===== src/rtl/sub_mod_seq.sv =====
// Limb-serial modular subtractor: R = (A - B) mod M, one LIMB per cycle.
// A subtract pass produces A - B; a borrow out of the top limb triggers an add-back pass of M.
module sub_mod_seq #(
    parameter int WIDTH = 256,
    parameter int LIMB  = 64
) (
    input  logic             clk,
    input  logic             rst,
    input  logic             in_valid,
    output logic             in_ready,
    input  logic [WIDTH-1:0] opA,
    input  logic [WIDTH-1:0] opB,
    input  logic [WIDTH-1:0] opM,
    output logic             out_valid,
    input  logic             out_ready,
    output logic [WIDTH-1:0] out_data
);
    localparam int NLIMB = WIDTH / LIMB;
    localparam int IDXW  = (NLIMB > 1) ? $clog2(NLIMB) : 1;

    typedef enum logic [1:0] {IDLE, SUB, CORR, DONE} state_t;

    state_t           state, state_nxt;
    logic [WIDTH-1:0] a_q, b_q, m_q, r_q, r_nxt, out_q;
    logic [IDXW-1:0]  idx;
    logic             c;
    logic             last;
    logic [LIMB-1:0]  a_limb, b_limb, m_limb, r_limb;
    logic [LIMB:0]    sum;

    // NOTE: clocked state uses <= so every register sees pre-edge values.
    always_ff @(posedge clk) begin
        if (rst) state <= IDLE;
        else     state <= state_nxt;
    end

    // NOTE: every output of this block gets a default first, so no path infers a latch.
    always_comb begin
        state_nxt = state;
        r_nxt     = r_q;
        sum       = '0;
        a_limb    = a_q[int'(idx)*LIMB +: LIMB];
        b_limb    = b_q[int'(idx)*LIMB +: LIMB];
        m_limb    = m_q[int'(idx)*LIMB +: LIMB];
        r_limb    = r_q[int'(idx)*LIMB +: LIMB];
        last      = (idx == IDXW'(NLIMB - 1));
        case (state)
            IDLE: if (in_valid) state_nxt = SUB;
            SUB: begin
                // Bit LIMB of the 65-bit difference is the borrow out of this limb.
                sum = {1'b0, a_limb} - {1'b0, b_limb} - {{LIMB{1'b0}}, c};
                r_nxt[int'(idx)*LIMB +: LIMB] = sum[LIMB-1:0];
                if (last) state_nxt = sum[LIMB] ? CORR : DONE;
            end
            CORR: begin
                sum = {1'b0, r_limb} + {1'b0, m_limb} + {{LIMB{1'b0}}, c};
                r_nxt[int'(idx)*LIMB +: LIMB] = sum[LIMB-1:0];
                if (last) state_nxt = DONE;
            end
            DONE: if (out_ready) state_nxt = IDLE;
            default: state_nxt = IDLE;
        endcase
    end

    always_ff @(posedge clk) begin
        if (rst) begin
            idx   <= '0;
            c     <= 1'b0;
            out_q <= '0;
        end else begin
            case (state)
                SUB, CORR: begin
                    if (last) begin
                        idx <= '0;
                        c   <= 1'b0;
                        if (state_nxt == DONE) out_q <= r_nxt;
                    end else begin
                        idx <= idx + 1'b1;
                        c   <= sum[LIMB];
                    end
                end
                default: begin
                    idx <= '0;
                    c   <= 1'b0;
                end
            endcase
        end
    end

    // NOTE: operand/work registers carry no reset; they are always loaded before use.
    always_ff @(posedge clk) begin
        if (state == IDLE && in_valid) begin
            a_q <= opA;
            b_q <= opB;
            m_q <= opM;
        end else if (state == SUB || state == CORR) begin
            r_q <= r_nxt;
        end
    end

    assign in_ready  = (state == IDLE);
    assign out_valid = (state == DONE);
    assign out_data  = out_q;
endmodule


===== config.mk =====
export PLATFORM = sky130hd
export DESIGN_NAME = sub_mod_seq
export DESIGN_NICKNAME = d
export VERILOG_FILES = /design/src/rtl/sub_mod_seq.sv
export SDC_FILE = /design/constraint.sdc
export NUM_CORES = 2
export LEC_CHECK = 0
export ABC_AREA = 0
export BUFFER_PORTS_ARGS = -buffer_cell sky130_fd_sc_hd__buf_2
export CAP_MARGIN = 20
export CORE_AREA = 2 2 404 406
export CTS_CLUSTER_DIAMETER = 150
export DETAILED_ROUTE_END_ITERATION = 10
export DIE_AREA = 0 0 406 408
export SETUP_SLACK_MARGIN = 0.15
export SLEW_MARGIN = 30
export SYNTH_ARGS = -nofsm -noshare
export SYNTH_HDL_FRONTEND = slang
export SYNTH_SLANG_ARGS = --single-unit

===== constraint.sdc =====
create_clock -name clk -period 178.1 [get_ports clk]
set_input_delay 35.62 -clock clk [delete_from_list [all_inputs] [get_ports clk]]
set_output_delay 35.62 -clock clk [all_outputs]
set_load 0.01 [all_outputs]

Yosys cells after proc, flatten, opt, wreduce, memory -nomap -nowiden. Cells that the tools add are included.

Output and inout bits: 258. Flip-flop bits (word level): 1285. Logic and storage cells: 45.

Equality and inequality tests: 5. Reductions and logical operators: 7. Add/sub/neg operators: 6. Bitwise operators: 2. Shifts and indexed selects: 7. Mux-type cells: 10.

Operators by type and width (number): 256-bit by 9-bit variable part select with 64-bit output (4); 256-bit bitwise mux (2); 256-bit case mux with 2 select lines (1); 64-bit by 33-bit variable part select with 256-bit output (2); 64-bit by 33-bit variable shift with 256-bit output, first input constant (1); 65-bit case mux with 2 select lines (1); 64-bit by 64-bit adder with 65-bit output (1); 65-bit by 1-bit adder with 65-bit output (1); 64-bit by 64-bit subtractor with 65-bit output (1); 65-bit by 1-bit subtractor with 65-bit output (1); 8-bit negator with 33-bit output (1); 2-bit equality test, second input constant (4); 2-bit 2-to-1 mux (4); 2-bit case mux with 4 select lines (1); 3-bit AND reduction (1); 3-bit OR reduction (1); 2-bit by 1-bit adder with 2-bit output, second input constant (1); 2-bit by 1-bit equality test with 1-bit output, second input constant (1); 2-bit logical NOT (1); 1-bit NOT (2); 2-bit AND reduction (1); 2-bit OR reduction (1); 1-bit logical AND (1); 1-bit logical OR (1); 1-bit 2-to-1 mux (1).

Longest topological paths before layout.
Word-level depth: 8. Depth in mapped cells: 23. Gate-level depth less buffers: 17.

Least setup slack after synthesis. OpenSTA, ideal clock, no wires.

Path kind: in2reg. From: input port in_valid. To: register r_q[0], enable pin. Slack: 62.421 ns. Arrival: 106.958 ns. Stages on the path: 2. Required time: 169.379 ns. Cells stage by stage: and2_1 nor2b_1.

Word-level cells in the longest chain between the ends: 3.

RTL lines: from (decl) (line 9) `input logic in_valid,`; 1-bit logical AND (line 92) `if (state == IDLE && in_valid) begin`; 1-bit NOT (no source line); 2-bit AND reduction (no source line); to (signal assigned) (line 97) `r_q <= r_nxt;`; to (decl) (line 24) `logic [WIDTH-1:0] a_q, b_q, m_q, r_q, r_nxt, out_q;`.

No other way between the ends. A chain may end at the register's enable or synchronous reset.

Final worst setup path.
From: input port in_valid. To: register m_q[205], enable pin.

Word-level cells in the longest chain between the ends: 1.

RTL lines: 1-bit logical AND (line 92); to (signal assigned) (line 95) `m_q <= opM;`; to (decl) (line 24).

No other way between the ends.

==> qor.csv <==
metric;value;unit
Most used DFF post-synth;edfxtp_1;
FMAX;25.5;MHz
Non-Filler Instances;8316;
Critical Path AT;39.63;ns
worst-skew pair later-pin latency;0.80;ns
vias in the first global route;46700;
Seq/Total Area, Yosys;0.582;
Avg WL per Cell;28.1;um
CTS Buffer Depth;3;
CTS clock-pin slew for the worst setup and hold paths;0.06;ns
total track usage;0.275;
Final Skew;0.0357;ns
Die X;406;um
Worst Reg-to-Reg Cells;19;
P&R area growth vs syn;19.7;%
Die Height;408;um
Avg Inst Size Synth;12.2;um^2
post-CTS setup buffers;0;
Max-Cap Viols;0;
hold depth;2;
Syn Inst Count;5074;
placed cell area;69300;um^2
Ys Warns;0;
Yosys top cell area share;0.498;
cell type with the largest total area after synthesis;edfxtp_1;
RSZ-0062 raised after global routing;false;
Post-Syn Area;61800;um^2
Seq cells post-synth;1285;
Async SR Flop Fraction;0;
CORE AREA;162000;um^2
critical path class;primary input to register;
Clock Sinks;1285;
drt pass-1 iters;6;
initial core utilization;0.382;
slew at the pin with the worst max-slew slack;1.19;ns
H-Tree Level Count;4;
Final Critical Period;39.22;ns
Synth cell types;93;
ranking of synthesized cells by area;edfxtp_1, mux4_2, dfxtp_1;
crit end category;register;
min-delay worst type;register to register;
CP required;178.51;ns
relative slew slack;0.206;
Post-synth EDFFs;1024;
CTS tree;yes;
Syn Nets;6047;
Resized Gates After CTS;0;
residual overflow from global routing;0;
startpoint types;primary input;
design area;73900;um^2
largest net degree at the start of global routing;172;
DRT iter0 DRCs;5402;
DRC Markers;0;
# port buffers;1029;
Final ANT Viol Nets;0;
status;finished, final reports clean;
RePlAce Congestion;0.990;
fin nets;6985;
layout cells sized above 1;0.270;
placed insts;8037;
period utilization;0.220;
CP Max Fanout;124;
HPWL after DPL;171;mm
final setup fails;0;
routed via count;47600;
final wirelength;234;mm
Hold Buf Count CTS;0;
Hold Vio Cnt, Final;0;
std cell rows;148;
Slew Viols, Final;0;
IO Pins;1030;
Root Driver;clkbuf_16;
first-pass GRT wire length;328;mm
Setup TNS;0;ns
total CTS buffers;143;
Die Area;166000;um^2
Vias/cell;5.73;
initial antenna violation count;25;
cells in the mapped netlist, types with 43 or more instances:
| cell type | number |
|---|---|
| edfxtp_1 | 1024 |
| nand2_1 | 547 |
| a21oi_1 | 497 |
| nor2_1 | 426 |
| dfxtp_1 | 261 |
| mux4_2 | 256 |
| inv_1 | 242 |
| o21ai_0 | 237 |
| clkbuf_1 | 236 |
| ha_1 | 197 |
| o21a_1 | 88 |
| a21o_1 | 76 |
| xnor2_1 | 63 |
| buf_2 | 55 |
| o22ai_1 | 54 |
| xor2_1 | 52 |
| nor3_1 | 50 |
| nand3_1 | 49 |
| o221ai_1 | 44 |
| a22oi_1 | 43 |
layer usage:
metal,wire length (um),up-vias,track usage
li1,-,21000,-
met1,90400,23500,0.347
met2,109000,2640,0.447
met3,22800,509,0.0691
met4,11100,14,0.115
met5,79,-,0
final timing paths:
| check | from | to | slack (ns) |
|---|---|---|---|
| min | out_data[24] | out_data[24] | 0.45 |
| max reg2reg | idx[1] | out_data[194] | 169.69 |
| max | in_valid | m_q[205] | 138.88 |
| min reg2reg | out_data[24] | out_data[24] | 0.45 |
logic make-up (layout without fill, tap and decap cells):
logic type	count (synthesis)	after routing	share of synthesized area
flip-flops	1285	1285	0.582
XOR/XNOR	115	115	0.0163
adder cells (fa/ha/maj)	201	201	0.0412
AND/OR/NAND/NOR	1269	1269	0.0886
buffers and inverters	579	1634	0.0366
other	0	12	0
multiplexers	271	271	0.0959
AO/OA/AOI/OAI	1354	1354	0.139
critical path: stages:
cell    delay [ns]
buf_2         0.10
and2_4        0.69
buf_4         0.72
buf_4         0.74
buf_4         0.67
buf_12        0.34
buf_16        0.47
per-stage QoR:
| step | hold slack [ns] | util | worst slack [ns] |
|---|---|---|---|
| final | 0.451 | 0.457 | 138.88 |
| after global routing | 0.464 | 0.457 | 138.60 |
| after CTS | 0.452 | 0.456 | 138.45 |
| after detailed placement | 0.445 | 0.428 | 137.58 |
| after global placement | 0.441 | 0.428 | 137.74 |
| after floorplan | 0.481 | - | 62.42 |
placed cells by master, fill, tap and decap left out, drive strengths merged, types with 12 or more instances in the layout:
master / netlist / routed
mux2i: 13 / 13
nor2b: 17 / 17
a22oi: 43 / 43
dfxtp: 261 / 261
ha: 197 / 197
o221ai: 44 / 44
and3: 24 / 24
a22o: 24 / 24
nor3: 52 / 52
clkbuf: 237 / 202
o22ai: 54 / 54
xor2: 52 / 52
o31ai: 20 / 20
diode: 0 / 12
a31oi: 33 / 33
nand2b: 22 / 22
nand4: 41 / 41
a211oi: 12 / 12
clkinv: 0 / 45
nor3b: 12 / 12
o22a: 31 / 31
a21o: 76 / 76
inv: 242 / 250
o21ai: 244 / 244
and2: 16 / 16
or3: 17 / 17
a221oi: 31 / 31
o21bai: 36 / 36
mux4: 256 / 256
buf: 100 / 1130
xnor2: 63 / 63
a21boi: 12 / 12
nor2: 427 / 427
o21a: 88 / 88
edfxtp: 1024 / 1024
o211ai: 22 / 22
a21oi: 500 / 500
nand2: 547 / 547
nand3: 49 / 49
area by class of cell:
cell class | instances | area [um^2]
well taps | 2175 | 2720
clock buffers | 202 | 3950
inverters | 242 | 908
multi-input cells | 3210 | 23700
fillers | 14800 | 87700
repair buffers | 1130 | 6070
clock inverters | 60 | 536
diodes | 12 | 30.0
flip-flops and latches | 1285 | 36000
registers in the layout, indices dropped and copies added, names as in the netlist:
register,count
a_q,256
b_q,256
c,1
idx,2
m_q,256
out_data,256
r_q,256
state,2
Power is not shown: default switching activity piles up to over one toggle a cycle in this logic, so the estimate is an artifact.
